`src/rtl/regfile_write_scheduler.sv`:
```
// Single-write-port scheduler for the 32-entry register file: init sequence > interrupt PC
// capture (r26) > writeback > I/O. Define REGFILE_SCHED_RR_EN for wb/io round-robin arbitration.
module regfile_write_scheduler #(
    parameter int unsigned DATA_WIDTH = 32,
    parameter int unsigned GP_INIT    = 32,
    parameter int unsigned OFFSET     = 127
) (
    input  logic                  clock,
    input  logic                  reset,
    input  logic                  start,
    input  logic                  interrupt,
    input  logic [DATA_WIDTH-1:0] PC_current,
    input  logic                  wb_req,
    input  logic [4:0]            wb_addr,
    input  logic [DATA_WIDTH-1:0] wb_data,
    input  logic                  io_req,
    input  logic [4:0]            io_addr,
    input  logic [DATA_WIDTH-1:0] io_data,
    output logic                  wb_grant,
    output logic                  io_grant,
    output logic                  rf_we,
    output logic [4:0]            rf_addr,
    output logic [DATA_WIDTH-1:0] rf_data,
    output logic                  irq_ack,
    output logic                  busy,
    output logic [1:0]            dbg_state
);

    typedef enum logic [1:0] {
        ST_IDLE    = 2'd0,
        ST_INIT_GP = 2'd1,
        ST_INIT_SP = 2'd2,
        ST_INIT_FP = 2'd3
    } state_t;

    state_t                r_state;
    state_t                w_state_nxt;
    logic                  r_irq_pend;
    logic [DATA_WIDTH-1:0] r_irq_pc;
    logic                  r_rf_we;
    logic [4:0]            r_rf_addr;
    logic [DATA_WIDTH-1:0] r_rf_data;
    logic                  r_irq_ack;
    logic                  r_busy;

    logic                  w_we;
    logic [4:0]            w_addr;
    logic [DATA_WIDTH-1:0] w_data;
    logic                  w_ack;
    logic                  w_irq_serve;
    logic                  w_wb_sel;
    logic                  w_io_sel;
    logic                  w_wb_win;

    // Handshake: wb/io hold req until grant; the write is taken in the cycle req and grant are both high.
`ifdef REGFILE_SCHED_RR_EN
    logic r_rr_io_pref;
    assign w_wb_win = wb_req && !(io_req && r_rr_io_pref);

    always_ff @(posedge clock) begin
        if (reset)         r_rr_io_pref <= 1'b0;
        else if (wb_grant) r_rr_io_pref <= 1'b1;
        else if (io_grant) r_rr_io_pref <= 1'b0;
    end
`else
    assign w_wb_win = wb_req;
`endif

    always_comb begin
        w_state_nxt = r_state;
        w_we        = 1'b0;
        w_addr      = 5'd0;
        w_data      = '0;
        w_ack       = 1'b0;
        w_irq_serve = 1'b0;
        w_wb_sel    = 1'b0;
        w_io_sel    = 1'b0;
        if (start) begin
            w_state_nxt = ST_INIT_GP;
        end else begin
            case (r_state)
                ST_INIT_GP: begin
                    w_we = 1'b1; w_addr = 5'd28; w_data = DATA_WIDTH'(GP_INIT);
                    w_state_nxt = ST_INIT_SP;
                end
                ST_INIT_SP: begin
                    w_we = 1'b1; w_addr = 5'd29; w_data = DATA_WIDTH'(OFFSET);
                    w_state_nxt = ST_INIT_FP;
                end
                ST_INIT_FP: begin
                    w_we = 1'b1; w_addr = 5'd30; w_data = DATA_WIDTH'(OFFSET);
                    w_state_nxt = ST_IDLE;
                end
                default: begin
                    if (r_irq_pend) begin
                        w_irq_serve = 1'b1;
                        w_we = 1'b1; w_addr = 5'd26; w_data = r_irq_pc; w_ack = 1'b1;
                    end else if (w_wb_win) begin
                        w_wb_sel = 1'b1;
                        // r0 is hardwired: grant the request but drop the write
                        if (wb_addr != 5'd0) begin
                            w_we = 1'b1; w_addr = wb_addr; w_data = wb_data;
                        end
                    end else if (io_req) begin
                        w_io_sel = 1'b1;
                        if (io_addr != 5'd0) begin
                            w_we = 1'b1; w_addr = io_addr; w_data = io_data;
                        end
                    end
                end
            endcase
        end
    end

    always_ff @(posedge clock) begin
        if (reset) r_state <= ST_IDLE;
        else       r_state <= w_state_nxt;
    end

    // A new interrupt in the serve cycle re-arms the pending flag with the fresh PC.
    always_ff @(posedge clock) begin
        if (reset) begin
            r_irq_pend <= 1'b0;
            r_irq_pc   <= '0;
        end else if (w_irq_serve) begin
            r_irq_pend <= interrupt;
            if (interrupt) r_irq_pc <= PC_current;
        end else if (interrupt && !r_irq_pend) begin
            r_irq_pend <= 1'b1;
            r_irq_pc   <= PC_current;
        end
    end

    always_ff @(posedge clock) begin
        if (reset) begin
            r_rf_we   <= 1'b0;
            r_rf_addr <= 5'd0;
            r_rf_data <= '0;
            r_irq_ack <= 1'b0;
            r_busy    <= 1'b0;
        end else begin
            r_rf_we   <= w_we;
            r_rf_addr <= w_addr;
            r_rf_data <= w_data;
            r_irq_ack <= w_ack;
            r_busy    <= (w_state_nxt != ST_IDLE);
        end
    end

    assign wb_grant  = w_wb_sel & ~reset;
    assign io_grant  = w_io_sel & ~reset;
    assign rf_we     = r_rf_we;
    assign rf_addr   = r_rf_addr;
    assign rf_data   = r_rf_data;
    assign irq_ack   = r_irq_ack;
    assign busy      = r_busy;
    assign dbg_state = r_state;

endmodule

```
`config.mk`:
```
export PLATFORM = sky130hd
export DESIGN_NAME = regfile_write_scheduler
export DESIGN_NICKNAME = d
export VERILOG_FILES = /design/src/rtl/regfile_write_scheduler.sv
export SDC_FILE = /design/constraint.sdc
export NUM_CORES = 1
export LEC_CHECK = 0
export ABC_AREA = 0
export CORE_ASPECT_RATIO = 0.7
export CORE_MARGIN = 2
export CORE_UTILIZATION = 36
export CTS_BUF_LIST = sky130_fd_sc_hd__clkbuf_16
export DETAILED_ROUTE_END_ITERATION = 10
export GPL_TIMING_DRIVEN = 0
export PLACE_DENSITY = 0.86
export REMOVE_ABC_BUFFERS = 1
export SYNTH_ARGS = -nofsm -noshare
export SYNTH_HDL_FRONTEND = slang
export SYNTH_SLANG_ARGS = --single-unit
```
`constraint.sdc`:
```
create_clock -name clock -period 1.8 [get_ports clock]
set_input_delay 0.18 -clock clock [delete_from_list [all_inputs] [get_ports clock]]
set_output_delay 0.18 -clock clock [all_outputs]
set_load 0.03 [all_outputs]
```
==> insert_results.sql <==
INSERT INTO impl_metrics (metric_group, metric, value, unit) VALUES
('outcome', 'status', 'finished clean', ''),
('placement', 'post-place-cells', '601', ''),
('pwr', 'vdd_drop_max', '517', 'µV'),
('worst_setup_path', 'timing.setup.critical_path_class', 'flop to output port', ''),
('global_route', 'first_global_vias', '3464', ''),
('logic_synthesis', 'synth_flop_cell', 'dfxtp_1', ''),
('clocking', 'cts_hold_buffers', '0', ''),
('sta', 'report.final.slew_viol_count', '0', ''),
('hold_path', 'min_path_type', 'primary input to flop', ''),
('logic_synthesis', 'yosys_register_bits', '75', ''),
('worst_setup_path', 'worstSetupEndpointType', 'output port', ''),
('logic_synthesis', 'ys_async_sr_fraction', '0', '%'),
('global_route', 'grt_overflow', '0', ''),
('sta', 'timing.hold.ws', '0.393', 'ns'),
('placement', 'routabilityCongestion', '0.846', ''),
('routing', 'antenna_left', '0', ''),
('floorplanning', 'core.rowCount', '28', ''),
('layout', 'antennaDiodeCount', '0', ''),
('sta', 'timing.final.crit_period', '1.73', 'ns'),
('placement', 'post-dp-hpwl', '7220', 'µm'),
('clocking', 'clock_sink_count', '75', ''),
('sta', 'max-slew-margin-rel', '48.0', '%'),
('logic_synthesis', 'post_synth_num_cell_types', '33', ''),
('layout', 'post_route_cells_drive_above_1_share', '11.4', '%'),
('logic_synthesis', 'post_synth_fa_ha_maj_area_fraction', '1.19', '%'),
('sta', 'max_clock_freq', '577', 'MHz'),
('layout', 'areaGrowthSynthToFinish', '69.6', '%'),
('logic_synthesis', 'post_synth_inst_count', '356', ''),
('worst_setup_path', 'cp_top_delay_family', 'simple AND/OR/NAND/NOR gates', ''),
('clocking', 'maximum_clock_path_buffer_count', '2', ''),
('logic_synthesis', 'synthSimpleGateAreaFrac', '14.8', '%'),
('global_route', 'track_usage', '25.1', '%'),
('routing', 'route.met3.wl', '1240', 'µm'),
('clocking', 'cts.htree.levels', '3', ''),
('placement', 'port_buffers', '155', ''),
('clocking', 'tritoncts.num_buffers', '9', ''),
('routing', 'route.met2.wl', '5690', 'µm'),
('job', 'timing.max_cap.violations', '0', ''),
('logic_synthesis', 'yosysWarningCount', '0', ''),
('pwr', 'combPwrFrac', '19.2', '%'),
('pwr', 'switching_share_of_power', '25.5', '%'),
('routing', 'route.layer.met1.wl', '4970', 'µm'),
('logic_synthesis', 'synth_enable_flop_cells', '0', ''),
('routing', 'drtPass1Iterations', '5', ''),
('floorplanning', 'core_area', '0.00848', 'mm²'),
('layout', 'post_layout_nonfiller_instances', '637', ''),
('logic_synthesis', 'fraction_of_the_mapped_netlist_area_in_compound_gates', '31.5', '%'),
('logic_synthesis', 'synth.yosys.seq_area_share', '47.8', '%'),
('floorplanning', 'dieWidth', '116', 'µm'),
('logic_synthesis', 'avgSynthCellArea', '8.83', 'µm²'),
('placement', 'place_worst_setup_slack', '-1.98', 'ns'),
('global_route', 'grt_pass1_wl', '17600', 'µm'),
('routing', 'route.detailed.vias_per_inst', '5.37', ''),
('pwr', 'power-per-cell-area', '855', 'mW/mm²'),
('logic_synthesis', 'post_synth_instance_area', '0.00314', 'mm²'),
('logic_synthesis', 'xor_xnor_portion_of_the_synthesized_cell_area', '0', '%'),
('logic_synthesis', 'synth_top_family_by_area', 'compound AO/OA/AOI/OAI gates', ''),
('layout', 'layout_common_cells', '151 x clkdlybuf4s50_1, 78 x nand2_1, 74 x dfxtp_1', ''),
('routing', 'num_vias', '3420', ''),
('logic_synthesis', 'muxShareOfSynthArea', '0', '%'),
('worst_setup_path', 'critical_path.cell_chain', 'inv_1, ha_4, nor2b_4, and3_1, buf_4', ''),
('layout', 'finalNetCount', '627', ''),
('clocking', 'clk_transition_reported_paths', '0.06', 'ns'),
('worst_setup_path', 'worst-endpoint-required', '1.62', 'ns'),
('sta', 'setup_viol', '0', ''),
('routing', 'initialDrtViolationCount', '235', ''),
('layout', 'fillers', '709', ''),
('worst_setup_path', 'critPathMaxFanout', '6', ''),
('pwr', 'power.share.sequential', '39.7', '%'),
('clocking', 'cts_tree', 'done', ''),
('floorplanning', 'design.die.area', '0.00951', 'mm²');
## worst reg2reg max path: stages, from the launching register on
cell and delay (ns):
dfxtp_1 0.38, inv_1 0.09, ha_4 0.19, nand2b_1 0.17, a21bo_4 0.46, nand2_1 0.13
a21oi_1 0.21
## registers in the layout (all words and copies together) (netlist names)
name / flops
r_irq_pc: 32
rf_addr: 5
rf_we: 1
dbg_state: 2
busy: 1
r_irq_pend: 1
irq_ack: 1
rf_data: 32
## cells in the mapped netlist (3+ instances only)
library cell	count	share of area, %
a21o_1	6	1.4
a21oi_1	64	10
a221o_1	6	1.9
a31oi_1	3	0.60
clkbuf_1	27	3.2
dfxtp_1	75	48
ha_1	3	1.2
inv_1	3	0.36
nand2_1	79	9.4
nor2_1	10	1.2
nor2b_1	3	0.60
o2111a_1	25	9.0
o21ai_0	4	0.64
o2bb2ai_1	25	7.0
## worst paths after layout
check	startpoint	cells past startpoint	endpoint	slack, ns
setup reg to reg	dbg_state[1]$_SDFF_PP0_	6	r_irq_pc[3]$_SDFFE_PP0P_	0.08
hold reg to reg	r_irq_pc[5]$_SDFFE_PP0P_	2	r_irq_pc[5]$_SDFFE_PP0P_	0.46
setup / recovery	dbg_state[1]$_SDFF_PP0_	5	wb_grant	0.07
hold / removal	PC_current[25]	3	r_irq_pc[25]$_SDFFE_PP0P_	0.39
## layout make-up
| type | instances | area [µm²] | area share (%) |
|---|---|---|---|
| Timing Repair Buffer | 174 | 1740 | 32.6 |
| Timing Repair inverter | 1 | 5.00 | 0.0939 |
| Clock inverter | 7 | 82.6 | 1.55 |
| Inverter | 4 | 16.3 | 0.305 |
| Tap cell | 120 | 150 | 2.82 |
| Multi-Input combinational cell | 247 | 1610 | 30.2 |
| Clock buffer | 9 | 225 | 4.23 |
| Sequential cell | 75 | 1510 | 28.2 |
## what timing repair did
action                                  CTS  global route
endpoints found under the setup margin   76            16
pin swaps                                 4             1
gates cloned                              3             0
gates resized for setup                  35             6
setup buffers                            13             4
## through the flow
stage,power (mW),utilization [%],instance area [µm²],setup TNS (ns)
floorplan,2.15,-,3010,-42.68
global placement,2.59,55.6,4710,-162.87
detailed placement,2.64,56.4,4780,-90.69
CTS,4.57,62.5,5300,-0.0284
global route,4.72,62.9,5330,-0.0197
finish,4.56,62.9,5330,0
## metal layers
layer,vias to the layer above,GRT usage (%)
met5,-,0
met4,0,9.29
met3,20,8.54
met2,186,44.6
met1,1609,28.4
li1,1605,-
## power groups by stage
stage	registers (mW)	clock network (mW)	logic (mW)
after global routing	1.82	1.98	0.928
after floorplan	1.91	0	0.240
after global placement	1.83	0	0.761
after detailed placement	1.84	0	0.797
after CTS	1.81	1.91	0.861
final	1.81	1.87	0.877
## cell families (layout without fill, tap and decap cells)
logic type      after synthesis  in the layout
compound gates              136            137
buf+inv                      36            195
flops                        75             75
fa+ha+maj                     3              3
simple gates                106            107
(Power assumes the default switching activity.)
